<file path="config.mk">
export PLATFORM = sky130hd
export DESIGN_NAME = lfsr_prbs_gen
export DESIGN_NICKNAME = d
export VERILOG_FILES = /design/src/rtl/lfsr_pkg.sv /design/src/rtl/lfsr_galois_step.sv /design/src/rtl/lfsr_prbs_gen.sv
export SDC_FILE = /design/constraint.sdc
export NUM_CORES = 1
export LEC_CHECK = 0
export CAP_MARGIN = 10
export CORE_AREA = 4 4 92 94
export DETAILED_ROUTE_END_ITERATION = 8
export DIE_AREA = 0 0 96 98
export PLACE_DENSITY = 0.79
export SETUP_SLACK_MARGIN = 0.02
export SKIP_CTS_REPAIR_TIMING = 1
export SYNTH_ARGS = -nofsm -noshare
export SYNTH_HDL_FRONTEND = slang
export SYNTH_SLANG_ARGS = --single-unit
</file>
<file path="constraint.sdc">
create_clock -name clk_i -period 2.13 [get_ports clk_i]
set_input_delay 0.426 -clock clk_i [delete_from_list [all_inputs] [get_ports clk_i]]
set_output_delay 0.426 -clock clk_i [all_outputs]
set_load 0.05 [all_outputs]
</file>
<file path="src/rtl/lfsr_pkg.sv">
// Shared LFSR types, common tap masks and the single Galois step used by the unroller.
package lfsr_pkg;

    localparam int unsigned LFSR_MAX_W = 64;

    typedef enum logic [0:0] {
        LFSR_IDLE = 1'b0,
        LFSR_RUN  = 1'b1
    } lfsr_fsm_e;

    localparam logic [31:0] LFSR_POLY_32 = 32'h8020_0003;
    localparam logic [15:0] LFSR_POLY_16 = 16'hB400;
    localparam logic [7:0]  LFSR_POLY_8  = 8'hB8;

    // One right-shifting Galois step on the low `width` bits; bits at or above width stay zero.
    function automatic logic [LFSR_MAX_W-1:0] galois_step(
        input logic [LFSR_MAX_W-1:0] q,
        input logic [LFSR_MAX_W-1:0] poly,
        input int                    width
    );
        logic [LFSR_MAX_W-1:0] n;
        logic [LFSR_MAX_W-1:0] qs;
        n  = '0;
        qs = q >> 1;
        for (int i = 0; i < LFSR_MAX_W; i++) begin
            if (i == width - 1) begin
                n[i] = q[0];
            end else if (i < width - 1) begin
                n[i] = qs[i] ^ (poly[i] & q[0]);
            end
        end
        return n;
    endfunction

endpackage

</file>
<file path="src/rtl/lfsr_galois_step.sv">
// Combinational OUT_WIDTH-step unroll of the Galois LFSR.
// bits_o[k] is the bit shifted out by step k; state_o is the state after all steps.
module lfsr_galois_step
    import lfsr_pkg::*;
#(
    parameter int unsigned           DATA_WIDTH = 32,
    parameter logic [DATA_WIDTH-1:0] POLY       = DATA_WIDTH'(LFSR_POLY_32),
    parameter int unsigned           OUT_WIDTH  = 8
) (
    input  logic [DATA_WIDTH-1:0] state_i,
    output logic [OUT_WIDTH-1:0]  bits_o,
    output logic [DATA_WIDTH-1:0] state_o
);

    localparam logic [LFSR_MAX_W-1:0] POLY_EXT = LFSR_MAX_W'(POLY);

    always_comb begin
        logic [LFSR_MAX_W-1:0] q;
        q                   = '0;
        q[DATA_WIDTH-1:0]   = state_i;
        bits_o              = '0;
        for (int k = 0; k < int'(OUT_WIDTH); k++) begin
            bits_o[k] = q[0];
            q         = galois_step(q, POLY_EXT, int'(DATA_WIDTH));
        end
        state_o = q[DATA_WIDTH-1:0];
    end

endmodule

</file>
<file path="src/rtl/lfsr_prbs_gen.sv">
// PRBS beat generator: Galois LFSR unrolled OUT_WIDTH bits per beat behind a valid/ready output.
// Latency 1 from en_i in IDLE; beat and state held while ready_i is low; wr_i reseeds and drops any pending beat.
module lfsr_prbs_gen
    import lfsr_pkg::*;
#(
    parameter int unsigned           DATA_WIDTH = 32,
    parameter logic [DATA_WIDTH-1:0] POLY       = DATA_WIDTH'(LFSR_POLY_32),
    parameter logic [DATA_WIDTH-1:0] SEED       = DATA_WIDTH'(32'h0000_0001),
    parameter int unsigned           OUT_WIDTH  = 8,
    parameter int unsigned           CNT_WIDTH  = 32
) (
    input  logic                  clk_i,
    input  logic                  rst_i,
    input  logic                  en_i,
    input  logic                  wr_i,
    input  logic [DATA_WIDTH-1:0] dat_i,
    output logic                  valid_o,
    input  logic                  ready_i,
    output logic [OUT_WIDTH-1:0]  dat_o,
    output logic [DATA_WIDTH-1:0] state_o,
    output logic                  lockup_o,
    output logic [CNT_WIDTH-1:0]  cnt_o
);

    if (DATA_WIDTH < 2 || DATA_WIDTH > LFSR_MAX_W) begin : g_bad_width
        $fatal(1, "lfsr_prbs_gen: DATA_WIDTH out of range");
    end
    if (OUT_WIDTH < 1 || OUT_WIDTH > DATA_WIDTH) begin : g_bad_out_width
        $fatal(1, "lfsr_prbs_gen: OUT_WIDTH out of range");
    end
    if (SEED == '0) begin : g_bad_seed
        $fatal(1, "lfsr_prbs_gen: SEED must be non-zero");
    end

    lfsr_fsm_e             fsm_q, fsm_d;
    logic [DATA_WIDTH-1:0] state_q, state_d;
    logic [OUT_WIDTH-1:0]  dat_q, dat_d;
    logic                  lock_q, lock_d;
    logic [CNT_WIDTH-1:0]  cnt_q, cnt_d;

    logic [OUT_WIDTH-1:0]  beat_bits;
    logic [DATA_WIDTH-1:0] beat_state;

    lfsr_galois_step #(
        .DATA_WIDTH (DATA_WIDTH),
        .POLY       (POLY),
        .OUT_WIDTH  (OUT_WIDTH)
    ) u_step (
        .state_i (state_q),
        .bits_o  (beat_bits),
        .state_o (beat_state)
    );

    always_comb begin
        fsm_d   = fsm_q;
        state_d = state_q;
        dat_d   = dat_q;
        lock_d  = lock_q;
        cnt_d   = cnt_q;
        if (wr_i) begin
            // An all-zero seed would freeze the LFSR, so substitute SEED and flag it.
            if (dat_i == '0) begin
                state_d = SEED;
                lock_d  = 1'b1;
            end else begin
                state_d = dat_i;
                lock_d  = 1'b0;
            end
            dat_d = '0;
            cnt_d = '0;
            fsm_d = LFSR_IDLE;
        end else begin
            case (fsm_q)
                LFSR_IDLE: begin
                    if (en_i) begin
                        dat_d   = beat_bits;
                        state_d = beat_state;
                        fsm_d   = LFSR_RUN;
                    end
                end
                LFSR_RUN: begin
                    if (ready_i) begin
                        cnt_d = cnt_q + CNT_WIDTH'(1);
                        if (en_i) begin
                            dat_d   = beat_bits;
                            state_d = beat_state;
                        end else begin
                            fsm_d = LFSR_IDLE;
                        end
                    end
                end
                default: fsm_d = LFSR_IDLE;
            endcase
        end
    end

    always_ff @(posedge clk_i) begin
        if (rst_i) begin
            fsm_q   <= LFSR_IDLE;
            state_q <= SEED;
            dat_q   <= '0;
            lock_q  <= 1'b0;
            cnt_q   <= '0;
        end else begin
            fsm_q   <= fsm_d;
            state_q <= state_d;
            dat_q   <= dat_d;
            lock_q  <= lock_d;
            cnt_q   <= cnt_d;
        end
    end

    assign valid_o  = (fsm_q == LFSR_RUN);
    assign dat_o    = dat_q;
    assign state_o  = state_q;
    assign lockup_o = lock_q;
    assign cnt_o    = cnt_q;

endmodule

</file>
After elaboration in Yosys (flattened, before gate mapping)
Index checks and enable logic that the tools add are counted.
{"block": "word_totals", "mem_bits_rw": 0, "register_bits": 74, "mem_bits_ro": 0, "wordCells": 48, "latch_bits": 0, "n_memories": 0}
{"block": "op_classes", "div_mod_pow": 0, "eq_ne": 2, "multipliers": 0, "magnitude_cmp": 0, "muxes": 12, "addsub": 1, "n_reduce_logical": 3, "n_shift": 0, "bitwise_logic": 25}
{"op": "$mux W32", "count": 4}
{"op": "$pmux W32 S2", "count": 1}
{"op": "$add A32 B1 Y32 const B", "count": 1}
{"op": "$logic_not A32 Y1", "count": 1}
{"op": "$xor A1 B1 Y1", "count": 24}
{"op": "$mux W8", "count": 2}
{"op": "$pmux W8 S2", "count": 1}
{"op": "$mux W1", "count": 3}
{"op": "$ne A3 B3 Y1 const B", "count": 1}
{"op": "$ne A2 B2 Y1 const B", "count": 1}
{"op": "$pmux W1 S2", "count": 1}
{"op": "$reduce_and A2 Y1", "count": 1}
{"op": "$reduce_or A2 Y1", "count": 1}
{"op": "$not A1 Y1", "count": 1}

Depth between registers and ports, before layout
Gate-level depths: netlist (run 1).
{"block": "depth", "ltp_word": 12, "depth_mapped": 6, "ltp_nobuf": 6}

Hierarchy
A second synthesis (run 1) with hierarchy kept.
{"block": "hier_totals", "cells_unflattened": 468, "hier_area_um2": 3866.2}
{"module": "lfsr_prbs_gen", "area_per_inst_um2": 3304.4, "cells_per_inst": 417, "instances": 1}
{"module": "lfsr_galois_step", "area_per_inst_um2": 561.8, "cells_per_inst": 51, "instances": 1}

Worst setup path before layout (run 1)
Ideal clock, no wire load.
{"block": "synth_timing", "path_type": "flip-flop to flip-flop", "from": "reg state_q[1], in the netlist state_o[1]", "to": "reg state_q[20], in the netlist state_o[20]", "path_slack_ns": 0.008, "synth_period_minus_slack_ns": 2.122, "required_ns": 2.063, "arrival_ns": 2.055, "n_path_buf": 0, "path_stages_with_launch": 6, "cell_sequence": "dfxtp_1 -> xnor2_4 -> xnor3_2 -> xor3_1 -> a211o_1 -> o21ai_2"}
{"block": "synth_via", "elab_chain_cells": 11, "word_cells_on_any_way": 15, "classes_between": "mux (4); bitwise (11)"}
{"element": "start, declared", "line": "lfsr_prbs_gen.sv:36", "text": "logic [DATA_WIDTH-1:0] state_q, state_d;"}
{"element": "start signal, assigned", "line": "lfsr_prbs_gen.sv:106", "text": "state_q <= state_d;"}
{"element": "$xor A1 B1 Y1 (*)", "line": "lfsr_pkg.sv:29", "text": "n[i] = qs[i] ^ (poly[i] & q[0]);"}
{"element": "$xor A1 B1 Y1 (4 in a row)", "line": "lfsr_pkg.sv:29"}
{"element": "$xor A1 B1 Y1 (*) (2 in a row)", "line": "lfsr_pkg.sv:29"}
{"element": "$mux W32 (*)", "line": "lfsr_prbs_gen.sv:75, lfsr_prbs_gen.sv:84"}
{"element": "$mux W32", "line": "lfsr_prbs_gen.sv:82", "text": "if (ready_i) begin"}
{"element": "$pmux W32 S2 (*)", "line": "lfsr_prbs_gen.sv:73", "text": "case (fsm_q)"}
{"element": "$mux W32 (*)", "line": "lfsr_prbs_gen.sv:60", "text": "if (wr_i) begin"}
Every way passes the cells marked *; elsewhere a longest branch is shown, timed or not. The select of a mux whose other input is x is not followed.
A chain may end at the register's enable or synchronous reset.

Worst setup path in the final report (run 1)
{"block": "layout_timing", "from": "reg cnt_q[15], in the netlist cnt_o[15]", "to": "out cnt_o[15]"}
{"element": "start, declared", "line": "lfsr_prbs_gen.sv:39", "text": "logic [CNT_WIDTH-1:0] cnt_q, cnt_d;"}
{"element": "start signal, assigned", "line": "lfsr_prbs_gen.sv:109", "text": "cnt_q <= cnt_d;"}
{"element": "end, declared", "line": "lfsr_prbs_gen.sv:22", "text": "output logic [CNT_WIDTH-1:0] cnt_o"}
No word-level cell between the ends.

==> summary.md, run 1 <==
| Metric | Value |
|---|---|
| Synth area leader | `dfxtp_1` |
| Switching pwr | `between 0.001 and 0.0015 W` |
| Gate power share | `roughly a quarter` |
| Status | `complete, no violations` |
| Die Area | `roughly 9400 µm²` |
| Clock buffer depth | `2` |
| Clk root buf | `clkbuf_8` |
| Via count | `around 3400` |
| DP Area | `4730 µm²` |
| CP Data Required Time | `around 1.7 ns` |
| Clock latency on the worst-skew pair | `approximately 0.35 ns` |
| Max stage delay on crit path | `approximately 0.85 ns` |
| WL per Instance | `between 15 and 20 µm` |
| Max-slew violations | `0` |
| Hold Crit Start | `dat_o[6]$_SDFFE_PP0P_` |
| Worst r2r src | `state_o[0]$_SDFFE_PP1P_` |
| Core area | `7650 µm²` |
| Hold_ws | `0.463 ns` |
| Synth top area share | `roughly 43%` |
| CTS tree | `done` |
| CP Capture Type | `primary output` |
| Critical Path Start Type | `register` |
| R2R cell count | `5` |
| Setup ws final | `0.0806 ns` |
| Max Clock Freq | `around 490 MHz` |
| Largest net degree at the start of global routing | `between 40 and 50` |
| Sw frac | `32.2%` |
| Post-synthesis sequential area ratio | `approximately 43%` |
| Die Ht | `98 µm` |
| Vias per cell | `5.29` |
| Final setup viols | `0` |
| Worst Path Max Fanout | `5` |
| RSZ-0062 raised after global routing | `false` |
| Period utilisation layout | `between 90% and 100%` |
| Layout cells sized above 1 | `8.75%` |
| Most frequent cell after synthesis | `nor2_1` |
| Placer Congestion | `slightly below 0.9` |
| DRT Pass-1 Iters | `4` |
| Max_cap viols | `0` |
| Nets | `between 500 and 600` |
| Kind of critical path | `reg -> out` |
| # clock sinks | `74` |
| Post-synth top flop | `dfxtp_1` |
| Reg2reg end | `state_o[31]$_SDFFE_PP0P_` |
| Cells after synthesis | `416` |
| Initial antenna violation count | `0` |
| Sequential Power Share | `43.9%` |
| Final Cell Area | `4920 µm²` |
| IO Port Bufs | `110` |
| Clock Pin Slew Worst Setup and Hold Paths | `about 0.07 ns` |
| Slowest CP cell | `clkdlybuf4s50_1` |
| Mean Syn Cell Area | `roughly 8.3 µm²` |
| Slew headroom | `61.5%` |
| # rows | `32` |
| DRT iter0 DRCs | `230` |
| Ranking of synthesized cells by area | `dfxtp_1 (43%), nor2_1 (8.3%), xor2_1 (6.6%)` |
| Post-synth EDFFs | `0` |
| Max IR drop VDD | `~460 µV` |
| Clock power share | `between 30 and 40%` |
| Critical Path Stages | `1` |
| Leakage power | `between 1.5 and 2 nW` |
| Area delta synth->final | `43.3%` |
| Hold Path Class | `reg -> reg` |
| ANT nets after route | `0` |
| GRT Total Usage | `between 20% and 30%` |
| Overflow after GRT | `0` |
| DRC viols | `0` |
| Cell Chain, Critical Path | `clkdlybuf4s50_1` |
| Synth warnings | `0` |
| DP HPWL | `~7.3 mm` |
| Power per cell area | `between 700 and 800 nW/µm²` |
| Inserted Clock Buffers | `9` |
| Asr flop ratio synth | `0%` |
| WP buf/inv | `1` |
| Synth Net Count | `approximately 450` |
| Post-Route Skew | `~0.0075 ns` |
| Setup_tns | `0 ns` |
| First-pass GRT wire length | `~16 mm` |
| Pre-CTS setup slack | `0.0677 ns` |
| N_diodes | `0` |
| Synth unique cells | `42` |
| Final hold vios | `0` |
| Internal power | `roughly 0.0023 W` |
| Register bit total from synthesis | `74` |
| Final core occ | `between 60% and 70%` |
| Ports | `~110` |
| Largest delay contributor family on the critical path | `buffers and inverters` |
| Routed WL | `9.80 mm` |
| Worst-Margin Slew | `around 0.57 ns` |
| CP Data Arrival Time | `~1.6 ns` |
| Hold Path Depth | `2` |
| Worst R2R Setup Slack | `between 0.15 and 0.2 ns` |
| Die X-Extent | `~96 µm` |
| Starting density of the core | `44.9%` |
| H-tree depth | `3` |
| Vias in the first global route | `around 3300` |
| Crit path time final | `around 2.0 ns` |
| Fillers | `about 690` |
| Endpoint with the worst hold slack | `dat_o[6]$_SDFFE_PP0P_` |
| Commonest cells in the netlist | `nor2_1 (76), dfxtp_1 (74), nand2_1 (58)` |
| Cell Area, Synth | `around 3400 µm²` |
state kept, by name, indices dropped and copies added (netlist names):
signal and flops:
lockup_o 1, state_o 32, valid_o 1, cnt_o 32
dat_o 8
logic make-up (layout without fill, tap and decap cells):
group,Yosys count,count (layout),synth area share (%)
simple gates,209,209,28.2
flops,74,74,43.1
xor+xnor,50,50,14.4
compound gates,48,48,9.88
buf+inv,34,155,4.05
fa+ha+maj,1,1,0.364
metal layers:
metal	part of all wire, %	vias to the layer above	GRT usage [%]
li1	-	1670	-
met1	44	1589	29.0
met2	47	106	32.7
met3	6.2	18	4.01
met4	2.8	0	10.7
met5	0	-	0
placed cells by master (no fill, tap or decap), types with 15 or more instances in the layout:
master / n
nor2_1: 76
dfxtp_1: 73
nand3_1: 15
a311oi_1: 17
xnor2_1: 20
nand2_1: 58
nand4_1: 15
xor2_1: 26
clkdlybuf4s50_1: 105
a21oi_1: 17
buf_4: 21
through the flow:
step,total power [W],cells
final,0.00345,639
after global routing,0.00360,639
after CTS,0.00347,639
after detailed placement,0.00243,624
after global placement,0.00242,624
after floorplan,0.00212,416
power groups by stage:
stage | clock network (W) | logic (W) | registers (W)
detailed placement | 0 | 0.000885 | 0.00155
global route | 0.00112 | 0.000947 | 0.00153
floorplan | 0 | 0.000365 | 0.00175
CTS | 0.00106 | 0.000889 | 0.00151
global placement | 0 | 0.000877 | 0.00155
finish | 0.00105 | 0.000888 | 0.00152
worst max-delay path by stage:
stage / from / endpoint
4_1_cts: cnt_o[14]$_SDFFE_PP0P_ / cnt_o[14]
6_report: cnt_o[15]$_SDFFE_PP0P_ / cnt_o[15]
3_5_place_dp: ready_i / state_o[28]$_SDFFE_PP0P_
5_1_grt: cnt_o[3]$_SDFFE_PP0P_ / cnt_o[3]
3_3_place_gp: ready_i / state_o[28]$_SDFFE_PP0P_
2_1_floorplan: cnt_o[0]$_SDFFE_PP0P_ / cnt_o[30]$_SDFFE_PP0P_
layout make-up:
class | instances | area, µm² | area share [%]
well taps | 102 | 128 | 2.59
clock inverters | 6 | 58.8 | 1.20
multi-input cells | 308 | 1810 | 36.9
repair buffers | 131 | 1280 | 26.0
inverters | 9 | 33.8 | 0.687
clock buffers | 9 | 124 | 2.52
flip-flops and latches | 74 | 1480 | 30.1
No activity file was read; power rests on OpenSTA's default activity.
==> inputs of run 2 (changes only) <==
- CAP_MARGIN: 10 -> 20
- CORE_AREA: 4 4 92 94 -> 2 2 90 92
- DIE_AREA: 0 0 96 98 -> 0 0 92 94
- MAX_ROUTING_LAYER: unset -> met4
==> summary.md, run 2 (synthesized netlist as in run 1, its figures left out) <==
| Metric | Value |
|---|---|
| Clk root buf | `clkbuf_8` |
| CP Capture Type | `primary output` |
| Die Area | `about 8600 µm²` |
| Max-slew violations | `0` |
| Inserted Clock Buffers | `9` |
| Gate power share | `roughly a quarter` |
| N_diodes | `0` |
| IO Port Bufs | `between 100 and 150` |
| Hold Crit Start | `dat_o[0]$_SDFFE_PP0P_` |
| Starting density of the core | `45.1%` |
| WL per Instance | `around 15 µm` |
| RSZ-0062 raised after global routing | `false` |
| Max IR drop VDD | `392 µV` |
| DP HPWL | `7.19 mm` |
| Worst R2R Setup Slack | `around 0.17 ns` |
| Cell Chain, Critical Path | `clkdlybuf4s50_1` |
| Sequential Power Share | `a little over two fifths` |
| Max_cap viols | `0` |
| Kind of critical path | `reg -> out` |
| Most frequent cells in the layout | `clkdlybuf4s50_1 (105), nor2_1 (76), dfxtp_1 (73)` |
| Worst Path Max Fanout | `4` |
| CP Data Arrival Time | `roughly 1.6 ns` |
| Commonest non-fill, non-tap cell in the layout | `clkdlybuf4s50_1` |
| H-tree depth | `3` |
| Clock Pin Slew Worst Setup and Hold Paths | `~0.08 ns` |
| Power per cell area | `roughly 730 nW/µm²` |
| Crit path time final | `~2 ns` |
| Placer Congestion | `0.882` |
| Routed WL | `approximately 9.5 mm` |
| GRT Total Usage | `about a quarter` |
| Vias per cell | `between 5 and 6` |
| Endpoint with the worst hold slack | `dat_o[0]$_SDFFE_PP0P_` |
| Layout cells sized above 1 | `just under 9%` |
| Slew headroom | `between 60% and 70%` |
| Overflow after GRT | `0` |
| Clock buffer depth | `2` |
| WP buf/inv | `1` |
| Status | `complete, no violations` |
| Ports | `approximately 110` |
| First-pass GRT wire length | `approximately 16 mm` |
| ANT nets after route | `0` |
| R2R cell count | `5` |
| Setup ws final | `0.0810 ns` |
| Max stage delay on crit path | `0.84 ns` |
| Max Clock Freq | `a little under 500 MHz` |
| Initial antenna violation count | `0` |
| Clock latency on the worst-skew pair | `0.35 ns` |
| DRC viols | `0` |
| Area delta synth->final | `44.4%` |
| # clock sinks | `74` |
| Die X-Extent | `between 90 and 100 µm` |
| Largest delay contributor family on the critical path | `buffers and inverters` |
| Internal power | `approximately 0.0025 W` |
| Final hold vios | `0` |
| CP Data Required Time | `~1.7 ns` |
| Leakage power | `1.85 nW` |
| Clock power share | `approximately a third` |
| DRT iter0 DRCs | `approximately 170` |
| Largest net degree at the start of global routing | `34` |
| # rows | `32` |
| Slowest CP cell | `clkdlybuf4s50_1` |
| Hold_ws | `0.468 ns` |
| Sw frac | `about 30%` |
| CTS tree | `done` |
| Period utilisation layout | `~96%` |
| Die Ht | `roughly 94 µm` |
| Post-Route Skew | `roughly 0.009 ns` |
| Reg2reg end | `state_o[31]$_SDFFE_PP0P_` |
| Hold Path Class | `reg -> reg` |
| Setup_tns | `0 ns` |
| Via count | `between 3000 and 4000` |
| Nets | `570` |
| DRT Pass-1 Iters | `4` |
| Critical Path Start Type | `register` |
| Switching pwr | `roughly 0.0011 W` |
| Final setup viols | `0` |
| Vias in the first global route | `roughly 3300` |
| Hold Path Depth | `2` |
| Pre-CTS setup slack | `-0.0000746 ns` |
| Worst-Margin Slew | `roughly 0.55 ns` |
| Worst r2r src | `state_o[0]$_SDFFE_PP1P_` |
| Core area | `about 7600 µm²` |
==> run 2: per-layer routing <==
| metal | up-vias | share of wire, % | global-route usage [%] |
|---|---|---|---|
| li1 | 1673 | - | - |
| met1 | 1598 | 46 | 30.5 |
| met2 | 98 | 47 | 36.6 |
| met3 | 13 | 5.0 | 3.37 |
| met4 | 0 | 1.5 | 9.58 |
| met5 | - | 0 | - |
==> run 2: worst max-delay path by stage <==
| stage | slack, ns | to | depth (start not counted) | start |
|---|---|---|---|---|
| final | 0.08 | state_o[7] | 1 | state_o[7]$_SDFFE_PP0P_ |
| after global routing | 0.03 | cnt_o[3] | 1 | cnt_o[3]$_SDFFE_PP0P_ |
| after CTS | 0.01 | cnt_o[13] | 1 | cnt_o[13]$_SDFFE_PP0P_ |
| after detailed placement | -0.00007 | cnt_o[30]$_SDFFE_PP0P_ | 8 | ready_i |
| after global placement | 0.06 | cnt_o[30]$_SDFFE_PP0P_ | 8 | ready_i |
| after floorplan | 0.06 | cnt_o[30]$_SDFFE_PP0P_ | 6 | cnt_o[0]$_SDFFE_PP0P_ |
==> run 2: metrics by stage <==
stage / instance area, µm² / std cells / utilization, % / total power, W
after global routing: 4960 / 639 / 65.1 / 0.00378
final: 4960 / 639 / 65.1 / 0.00362
after floorplan: 3430 / 416 / - / 0.00212
after global placement: 4720 / 623 / 62.0 / 0.00242
after CTS: 4950 / 639 / 65.0 / 0.00364
after detailed placement: 4720 / 623 / 62.0 / 0.00243
==> run 2: power groups by stage <==
stage	registers, W	logic (W)	clock network (W)
final	0.00152	0.000892	0.00122
after floorplan	0.00175	0.000365	0
after CTS	0.00152	0.000890	0.00124
after global placement	0.00155	0.000878	0
after detailed placement	0.00155	0.000885	0
after global routing	0.00152	0.000949	0.00131
==> run 2: area by class of cell <==
cell class / count / area (µm²)
flip-flops and latches: 74 / 1480
clock inverters: 6 / 90.1
repair buffers: 130 / 1270
well taps: 102 / 128
inverters: 9 / 33.8
clock buffers: 10 / 138
fillers: 629 / 2650
multi-input cells: 308 / 1810
==> run 2: worst register-to-register path, stage by stage, from the launching register on <==
cell and delay, ns:
dfxtp_1 0.43, xnor2_4 0.17, xnor3_2 0.42, xnor2_1 0.43, nor2_1 0.13, o32ai_1 0.28
==> inputs of run 3 (changes only) <==
--- a/config.mk
+++ b/config.mk
@@ -12,4 +12,5 @@
 export MAX_ROUTING_LAYER = met4
 export PLACE_DENSITY = 0.79
+export REMOVE_ABC_BUFFERS = 1
 export SETUP_SLACK_MARGIN = 0.02
 export SKIP_CTS_REPAIR_TIMING = 1
==> constraint.sdc (replaced) <==
create_clock -name clk_i -period 2.13 [get_ports clk_i]
set_input_delay 0.639 -clock clk_i [delete_from_list [all_inputs] [get_ports clk_i]]
set_output_delay 0.639 -clock clk_i [all_outputs]
set_load 0.05 [all_outputs]
==> summary.md, run 3 (synthesized netlist as in run 1, its figures left out) <==
| Metric | Value |
|---|---|
| Kind of critical path | `reg -> reg` |
| RSZ-0062 raised after global routing | `false` |
| Crit path time final | `between 1.5 and 2 ns` |
| DP Area | `roughly 4700 µm²` |
| CP Data Arrival Time | `roughly 2.2 ns` |
| Clk root buf | `clkbuf_8` |
| DP HPWL | `7.36 mm` |
| Top sig layer | `met4` |
| Max_cap viols | `0` |
| Hold Path Depth | `2` |
| Clock Pin Slew Worst Setup and Hold Paths | `roughly 0.08 ns` |
| Fillers | `685` |
| Inserted Clock Buffers | `9` |
| Final hold vios | `0` |
| Worst R2R Setup Slack | `between 0.15 and 0.2 ns` |
| Largest net degree at the start of global routing | `34` |
| R2R cell count | `5` |
| Worst-Margin Slew | `~0.56 ns` |
| Die Ht | `roughly 94 µm` |
| Leakage power | `2.00 nW` |
| Ports | `between 100 and 150` |
| Core area | `around 7600 µm²` |
| DRC viols | `0` |
| ANT nets after route | `0` |
| Slowest CP cell | `dfxtp_1` |
| Hold Path Class | `reg -> reg` |
| CP Capture Type | `register` |
| Max stage delay on crit path | `around 0.49 ns` |
| Reg area | `between 1000 and 1500 µm²` |
| Die Area | `about 8600 µm²` |
| WL met1 | `roughly 4.3 mm` |
| Cell Chain, Critical Path | `xnor2_4 -> xnor3_2 -> xnor2_1 -> nor2_1 -> o32ai_1` |
| Clock buffer depth | `2` |
| CTS tree | `done` |
| Via count | `about 3500` |
| Worst Path Max Fanout | `5` |
| Vias per cell | `between 5 and 6` |
| Starting density of the core | `roughly 45%` |
| Endpoint with the worst hold slack | `dat_o[0]$_SDFFE_PP0P_` |
| Commonest non-fill, non-tap cell in the layout | `buf_4` |
| CP Data Required Time | `around 2.4 ns` |
| Placer Congestion | `approximately 0.89` |
| Reg2reg end | `state_o[31]$_SDFFE_PP0P_` |
| Final setup viols | `0` |
| Hold_ws | `about 0.47 ns` |
| Initial antenna violation count | `0` |
| Routed WL | `9.82 mm` |
| Fin cells | `roughly 650` |
| Slew headroom | `approximately 62%` |
| # clock sinks | `74` |
| Clock latency on the worst-skew pair | `0.35 ns` |
| Layout cells sized above 1 | `22.8%` |
| H-tree depth | `3` |
| N_diodes | `0` |
| Worst r2r src | `state_o[1]$_SDFFE_PP0P_` |
| Most frequent cells in the layout | `buf_4 (94), nor2_1 (76), dfxtp_1 (74)` |
| Critical Path Start Type | `register` |
| Nets | `about 580` |
| First-pass GRT wire length | `15.7 mm` |
| GRT Total Usage | `23.3%` |
| Vias in the first global route | `3246` |
| Met3 routed WL | `roughly 550 µm` |
| Max-slew violations | `0` |
| IO Port Bufs | `between 100 and 150` |
| Max Clock Freq | `about 510 MHz` |
| Final Cell Area | `slightly below 5000 µm²` |
| Period utilisation layout | `92.5%` |
| Post-Route Skew | `between 0.01 and 0.015 ns` |
| # rows | `32` |
| Placed cells | `about 630` |
| Hold Crit Start | `dat_o[0]$_SDFFE_PP0P_` |
| Power per cell area | `approximately 730 nW/µm²` |
| Footprint of the multi-input gates | `around 1800 µm²` |
| Met2 wire len | `a little under 5 mm` |
| DRT iter0 DRCs | `between 150 and 200` |
| Die X-Extent | `between 90 and 100 µm` |
| Max IR drop VDD | `between 400 and 500 µV` |
| Area delta synth->final | `41.6%` |
| WL per Instance | `~15 µm` |
| DRT Pass-1 Iters | `4` |
| Status | `complete, no violations` |
| Overflow after GRT | `0` |
| Pwr Total | `between 0.003 and 0.004 W` |
==> run 3: changes by cell type in the layout (fill, tap and decap cells not counted), sizes merged <==
cell           previous run  this run
buf                      21        99
dlymetal6s2s              4         3
bufinv                    2         1
inv                       9        10
clkdlybuf4s50           105        36
==> run 3: worst max-delay path by stage <==
stage                            startpoint                       end  slack [ns]  cells past startpoint
CTS                  cnt_o[31]$_SDFFE_PP0P_                 cnt_o[31]       -0.05                      1
floorplan             cnt_o[3]$_SDFFE_PP0P_     cnt_o[9]$_SDFFE_PP0P_       -0.19                      5
detailed placement                  ready_i  state_o[25]$_SDFFE_PP0P_       -0.16                      7
global route                        ready_i  state_o[25]$_SDFFE_PP0P_        0.07                      7
global placement                    ready_i  state_o[29]$_SDFFE_PP0P_       -0.11                      7
finish              state_o[1]$_SDFFE_PP0P_  state_o[31]$_SDFFE_PP0P_        0.16                      5
==> run 3: routing by layer <==
layer / track usage [%] / up-vias
met5: - / -
met4: 7.96 / 0
met3: 3.13 / 12
met2: 37.8 / 121
met1: 30.2 / 1706
li1: - / 1695
==> run 3: stage by stage <==
stage,TNS (ns),worst slack (ns),util (%)
detailed placement,-3.51,-0.164,61.2
CTS,-0.0732,-0.0517,63.8
finish,0,0.160,63.9
global route,0,0.0697,63.9
floorplan,-1.89,-0.192,-
global placement,-2.29,-0.106,61.2
==> run 3: layout make-up <==
| cell class | instances | share of cell area (%) |
|---|---|---|
| Clock buffer | 10 | 2.83 |
| Tap cell | 102 | 2.62 |
| Multi-Input combinational cell | 308 | 37.3 |
| Sequential cell | 74 | 30.5 |
| Clock inverter | 6 | 1.34 |
| Inverter | 9 | 0.695 |
| Timing Repair Buffer | 138 | 24.8 |
==> run 3: critical path, delay by kind of cell, from the launching register on <==
kind | cells | cell delay [ns]
XOR/XNOR | 3 | 1.02
AND/OR/NAND/NOR | 1 | 0.11
AO/OA/AOI/OAI | 1 | 0.26
flip-flops | 1 | 0.49
==> run 3: report_power, final <==
| part | internal, W | switching [W] | total, W |
|---|---|---|---|
| clock network | 0.000575 | 0.000545 | 0.00112 |
| logic | 0.000370 | 0.000525 | 0.000895 |
| registers | 0.00145 | 0.0000699 | 0.00152 |
| total | 0.00239 | 0.00114 | 0.00353 |
